<file path="config.mk">
export PLATFORM = sky130hd
export DESIGN_NAME = serial_alu
export DESIGN_NICKNAME = d
export VERILOG_FILES = /design/src/rtl/serial_alu_pkg.sv /design/src/rtl/serial_alu_bitcell.sv /design/src/rtl/serial_alu.sv
export SDC_FILE = /design/constraint.sdc
export NUM_CORES = 1
export LEC_CHECK = 0
export ABC_AREA = 1
export CORE_ASPECT_RATIO = 1.2
export CORE_MARGIN = 2
export CORE_UTILIZATION = 39
export DETAILED_ROUTE_END_ITERATION = 16
export GPL_TIMING_DRIVEN = 0
export PLACE_DENSITY = 0.64
export SLEW_MARGIN = 10
export SYNTH_ARGS = -nofsm -noshare
export SYNTH_HDL_FRONTEND = slang
export SYNTH_SLANG_ARGS = --single-unit
</file>
<file path="constraint.sdc">
create_clock -name clk -period 4.1 [get_ports clk]
set_input_delay 0.41 -clock clk [delete_from_list [all_inputs] [get_ports clk]]
set_output_delay 0.41 -clock clk [all_outputs]
set_load 0.01 [all_outputs]
</file>
<file path="src/rtl/serial_alu_pkg.sv">
// Shared definitions for the bit-serial ALU: opcodes, FSM states and opcode helpers.
package serial_alu_pkg;

    localparam logic [2:0] OP_CLR  = 3'b000;
    localparam logic [2:0] OP_NAND = 3'b001;
    localparam logic [2:0] OP_ADD  = 3'b010;
    localparam logic [2:0] OP_OR   = 3'b011;
    localparam logic [2:0] OP_SUB  = 3'b100;
    localparam logic [2:0] OP_XOR  = 3'b101;
    localparam logic [2:0] OP_ADC  = 3'b110;
    localparam logic [2:0] OP_SBB  = 3'b111;

    typedef enum logic [1:0] {
        S_IDLE = 2'd0,
        S_RUN  = 2'd1,
        S_DONE = 2'd2
    } state_t;

    function automatic logic op_is_arith(input logic [2:0] op);
        return op inside {OP_ADD, OP_ADC, OP_SUB, OP_SBB};
    endfunction

    function automatic logic op_is_sub(input logic [2:0] op);
        return op inside {OP_SUB, OP_SBB};
    endfunction

    // Subtraction runs as a + ~b + cin, so a clear borrow means cin = 1.
    function automatic logic carry_init(input logic [2:0] op, input logic cf_prev);
        case (op)
            OP_SUB:  return 1'b1;
            OP_ADC:  return cf_prev;
            OP_SBB:  return ~cf_prev;
            default: return 1'b0;
        endcase
    endfunction

endpackage

</file>
<file path="src/rtl/serial_alu_bitcell.sv">
// One-bit ALU slice; the caller pre-inverts b_bit for subtraction.
module serial_alu_bitcell
    import serial_alu_pkg::*;
(
    input  logic       a_bit,
    input  logic       b_bit,
    input  logic       cin,
    input  logic [2:0] op,
    output logic       r_bit,
    output logic       cout
);

    always_comb begin
        r_bit = 1'b0;
        cout  = 1'b0;
        case (op)
            OP_NAND: r_bit = ~(a_bit & b_bit);
            OP_OR:   r_bit = a_bit | b_bit;
            OP_XOR:  r_bit = a_bit ^ b_bit;
            OP_ADD, OP_ADC, OP_SUB, OP_SBB: begin
                r_bit = a_bit ^ b_bit ^ cin;
                cout  = (a_bit & b_bit) | (cin & (a_bit ^ b_bit));
            end
            default: ;
        endcase
    end

endmodule

</file>
<file path="src/rtl/serial_alu.sv">
// Bit-serial ALU, LSB first, one bit per clock, start/done handshake.
// Result and flags are committed together when the done pulse is raised.
//
//  state  | meaning
//  S_IDLE | waiting for start (ignored while done is high)
//  S_RUN  | shifting one operand bit per cycle through the bitcell
//  S_DONE | commit result/flags; done pulses on the following cycle
module serial_alu
    import serial_alu_pkg::*;
#(
    parameter int WIDTH = 8
) (
    input  logic             clk,
    input  logic             rst_n,
    input  logic             start,
    input  logic [2:0]       opcode,
    input  logic [WIDTH-1:0] a,
    input  logic [WIDTH-1:0] b,
    output logic             busy,
    output logic             done,
    output logic [WIDTH-1:0] result,
    output logic             zf,
    output logic             sf,
    output logic             cf,
    output logic             of
);

    localparam int CNT_W = $clog2(WIDTH);

    state_t           state, state_nxt;
    logic [CNT_W-1:0] cnt;
    logic [WIDTH-1:0] a_sr, b_sr, res_sr;
    logic [2:0]       op_q;
    logic             carry;
    logic             pend_cf, pend_of;
    logic             accept, last_bit;
    logic             r_bit, cout;

    serial_alu_bitcell u_cell (
        .a_bit (a_sr[0]),
        .b_bit (b_sr[0] ^ op_is_sub(op_q)),
        .cin   (carry),
        .op    (op_q),
        .r_bit (r_bit),
        .cout  (cout)
    );

    assign busy     = (state != S_IDLE);
    assign last_bit = (cnt == CNT_W'(WIDTH - 1));

    always_comb begin
        state_nxt = state;
        accept    = 1'b0;
        case (state)
            S_IDLE: begin
                if (start && !done) begin
                    accept    = 1'b1;
                    state_nxt = (opcode == OP_CLR) ? S_DONE : S_RUN;
                end
            end
            S_RUN:   if (last_bit) state_nxt = S_DONE;
            S_DONE:  state_nxt = S_IDLE;
            default: state_nxt = S_IDLE;
        endcase
    end

    always_ff @(posedge clk) begin
        if (!rst_n) begin
            state   <= S_IDLE;
            cnt     <= '0;
            a_sr    <= '0;
            b_sr    <= '0;
            res_sr  <= '0;
            op_q    <= OP_CLR;
            carry   <= 1'b0;
            pend_cf <= 1'b0;
            pend_of <= 1'b0;
            done    <= 1'b0;
            result  <= '0;
            zf      <= 1'b1;
            sf      <= 1'b0;
            cf      <= 1'b0;
            of      <= 1'b0;
        end else begin
            state <= state_nxt;
            done  <= (state == S_DONE);
            if (accept) begin
                a_sr    <= a;
                b_sr    <= b;
                op_q    <= opcode;
                carry   <= carry_init(opcode, cf);
                cnt     <= '0;
                res_sr  <= '0;
                pend_cf <= 1'b0;
                pend_of <= 1'b0;
            end else if (state == S_RUN) begin
                a_sr   <= a_sr >> 1;
                b_sr   <= b_sr >> 1;
                res_sr <= {r_bit, res_sr[WIDTH-1:1]};
                carry  <= cout;
                cnt    <= cnt + CNT_W'(1);
                // On the MSB cycle, carry holds the carry into the MSB.
                if (last_bit && op_is_arith(op_q)) begin
                    pend_cf <= cout ^ op_is_sub(op_q);
                    pend_of <= carry ^ cout;
                end
            end
            if (state == S_DONE) begin
                result <= res_sr;
                zf     <= (res_sr == '0);
                sf     <= res_sr[WIDTH-1];
                cf     <= pend_cf;
                of     <= pend_of;
            end
        end
    end

endmodule
</file>
==> results.tsv <==
stage	metric	value	unit
clock_tree	total CTS buffers	5	
global_route	initial antenna violation count	0	
critical_path	Max stage delay on crit path	0.36	ns
global_route	total gr overflow	0	
critical_path	CP Capture Type	flip-flop	
die	die height	83.34	microns
die	chip width	70.12	microns
timing	final setup TNS	0	ns
critical_path	Worst Setup SP	op_q[0]	
clock_tree	CTS tree	done	
clock_tree	CTS Buffer Depth	2	
place	PortBufs	35	
clock_tree	post-CTS sizing	0	
global_route	largest net degree at the start of global routing	17	
clock_tree	clk slew on worst S/H paths	0.10	ns
clock_tree	quantity of hold-fixing buffers added after cts	0	
layout	share of cells above drive strength 1	7.599	%
yosys	sequential area share after synthesis	45.99	%
critical_path	Largest delay share family, worst path	simple AND/OR/NAND/NOR gates	
timing	max-slew violation count	0	
clock_tree	Clock Latency Late Sink	0.30	ns
yosys	mux contribution to synthesized area	0	%
clock_tree	CTS Sinks	47	
critical_path	R2R setup slack	2.24	ns
clock_tree	post-CTS setup repair buffer count	0	
layout	Diodes inserted	0	
critical_path	WP data arrival	2.07	ns
detailed_routing	DRT antenna net count	0	
global_route	Total GRT Usage	16.35	%
die	# IOs	36	
critical_path	Setup CP Type	flip-flop to flip-flop	
yosys	register bit count reported by yosys	47	
critical_path	largest fanout on the critical path	4	
yosys	Mapped Cells	286	
timing	fin crit period	1.858	ns
timing	Final Cycle Share	45.31	%
job	Max-Cap Viols	0	
timing	fmax	538.3	MHz
detailed_routing	DRC	0	
yosys	post-synthesis compound-gate area fraction	14.43	%
critical_path	WP buf/inv	4	
layout	NumNets Final	355	
pwr	worst vdd ir	0.0002072	V
critical_path	most frequent CP cell	inv_1	
detailed_routing	vias	1881	
timing	worst-margin pin slew	0.4820	ns
place	routability cong.	0.7705	
hold_path	HP Class	flip-flop to flip-flop	
die	Initial Util	40.83	%
pwr	Cell Pwr Density	409.2	nW/um^2
die	DIE AREA	5843	sq um
critical_path	Critical R2R Launch	op_q[0]	
place	detailed placement HPWL	3.289	mm
critical_path	crit-path cells	inv_1 -> nand2_1 -> inv_1 -> nor2_1 -> xor2_1 -> inv_1 -> ha_1 -> nand3_1 -> nand2_1 -> nand3_1 -> nand3_1 -> nand2_1 -> inv_1	
global_route	first-pass GRT wire length	7.907	mm
clock_tree	H-tree depth	2	
critical_path	Req. time, crit path	4.32	ns
timing	Final Hold Viols	0	
yosys	mean area per synthesized cell	7.153	sq um
pwr	Leak	1.084	nW
timing	RSZ-0062 raised after global routing	no	
layout	synth-to-layout area growth	26.42	%
detailed_routing	Vias/cell	4.835	
yosys	largest family of logic cells by synthesized area	simple AND/OR/NAND/NOR gates	
run_status	status	finished clean	
timing	skew final	0.01200	ns
yosys	synth warn	0	
yosys	Synth Area in Simple Gates	27.40	%
die	core area	5010	sq um
critical_path	Critical Path Source Type	flip-flop	
detailed_routing	DRT Wirelength	4.415	mm
yosys	adder-cell area share of the yosys netlist	3.425	%
clock_tree	CTS Root Cell	clkbuf_8	
timing	Max transition margin	67.87	%
timing	Final setup viols	0	
yosys	post-synthesis xor/xnor area fraction	1.284	%
hold_path	Hold Path Origin	pend_cf	
detailed_routing	DR iter-0 viols	86	
yosys	Syn Nets	313	
global_route	vias in the first global route	1858	
detailed_routing	drt first pass iters	4	
yosys	cell area after synthesis	2046	sq um
timing	post-route setup slack	2.242	ns
place	pre-CTS setup slack	2.066	ns
die	standard-cell row count	28	
yosys	Yosys cell types	26	
detailed_routing	post-DR wirelength/cell	11.35	microns
critical_path	Crit-path slowest cell	dfxtp_1	
## flip-flops by register name, summed over array words and instances (netlist names), 2 cells and up
signal and flops:
a_sr 8, b_sr 8, cnt 3, op_q 3
res_sr 8, result 8, state 2
## worst register-to-register path, stage by stage (launching register included)
cell	delay, ns
dfxtp_1	0.36
inv_1	0.07
nand2_1	0.13
inv_1	0.07
nor2_1	0.14
xor2_1	0.28
inv_1	0.08
ha_1	0.28
nand3_1	0.08
nand2_1	0.05
nand3_1	0.08
nand3_1	0.07
nand2_1	0.06
inv_1	0.03
## metal layers
layer  vias to the layer above  global-route usage, %  wire length (microns)
li1                        988                      -                      -
met1                       843                  18.81                   1950
met2                        44                  29.78                   2234
met3                         6                  3.277                    173
met4                         0                  5.420                     57
met5                         -                      0                      0
## power breakdown
group	total (W)	switching (W)	internal [W]
logic	0.000201	0.000114	0.0000874
registers	0.000510	0.0000214	0.000489
clock network	0.000347	0.000163	0.000184
total	0.00106	0.000298	0.000760
## Yosys cell counts
library cell | instances | area [sq um]
a21oi_1 | 34 | 170.2
buf_1 | 1 | 3.750
buf_2 | 7 | 35.03
buf_4 | 2 | 15.01
buf_6 | 1 | 11.26
clkbuf_1 | 1 | 3.750
clkinv_1 | 2 | 7.510
clkinv_2 | 1 | 5.000
dfxtp_1 | 47 | 940.9
fa_1 | 1 | 20.02
ha_1 | 4 | 50.05
inv_1 | 18 | 67.56
inv_2 | 1 | 3.750
nand2_1 | 89 | 334.1
nand2_2 | 2 | 12.51
nand2_4 | 1 | 11.26
nand3_1 | 8 | 40.04
nand4_1 | 1 | 6.260
nor2_1 | 30 | 112.6
nor2_2 | 1 | 6.260
nor2_4 | 1 | 11.26
nor3_1 | 4 | 20.02
nor4_1 | 1 | 6.260
o21ai_0 | 17 | 85.08
o21ai_1 | 8 | 40.04
xor2_1 | 3 | 26.28
## final timing paths
| path | cells after the start | end |
|---|---|---|
| worst max-delay path | 13 | res_sr[7] |
| worst min-delay path | 2 | pend_cf |
| worst max register to register | 13 | res_sr[7] |
| worst min register to register | 2 | pend_cf |
## final cells by class
| class | count | area (sq um) |
|---|---|---|
| Multi-Input combinational cell | 205 | 952.2 |
| Buffer | 12 | 68.82 |
| Fill cell | 537 | 2424 |
| Clock inverter | 3 | 46.29 |
| Timing Repair Buffer | 35 | 350.3 |
| Clock buffer | 5 | 68.82 |
| Inverter | 22 | 83.83 |
| Sequential cell | 47 | 940.9 |
| Tap cell | 60 | 75.07 |
## cells by family after synthesis
| family | after synthesis |
|---|---|
| fa+ha+maj | 5 |
| compound gates | 59 |
| buf+inv | 34 |
| flops | 47 |
| simple gates | 138 |
| xor+xnor | 3 |
## cells in the final DEF, fill, tap and decap left out, types with 4 or more instances in the layout
cell and instances:
o21ai_0 17, nor2_1 30, dfxtp_1 47, nand2_1 89
ha_1 4, buf_2 7, a21oi_1 34, nand3_1 8
clkbuf_8 5, clkdlybuf4s50_1 35, inv_1 18, nor3_1 4
o21ai_1 8
## stage by stage
step	cell area, sq um	util [%]	hold slack [ns]	instances	power, W
global route	2586	51.62	0.4856	389	0.001122
floorplan	2046	-	0.4390	286	0.0006485
detailed placement	2471	49.33	0.4525	381	0.0007242
CTS	2586	51.62	0.4658	389	0.001068
finish	2586	51.62	0.4657	389	0.001058
global placement	2471	49.33	0.4489	381	0.0007196
Note: power is estimated with default switching activity, not from simulation.
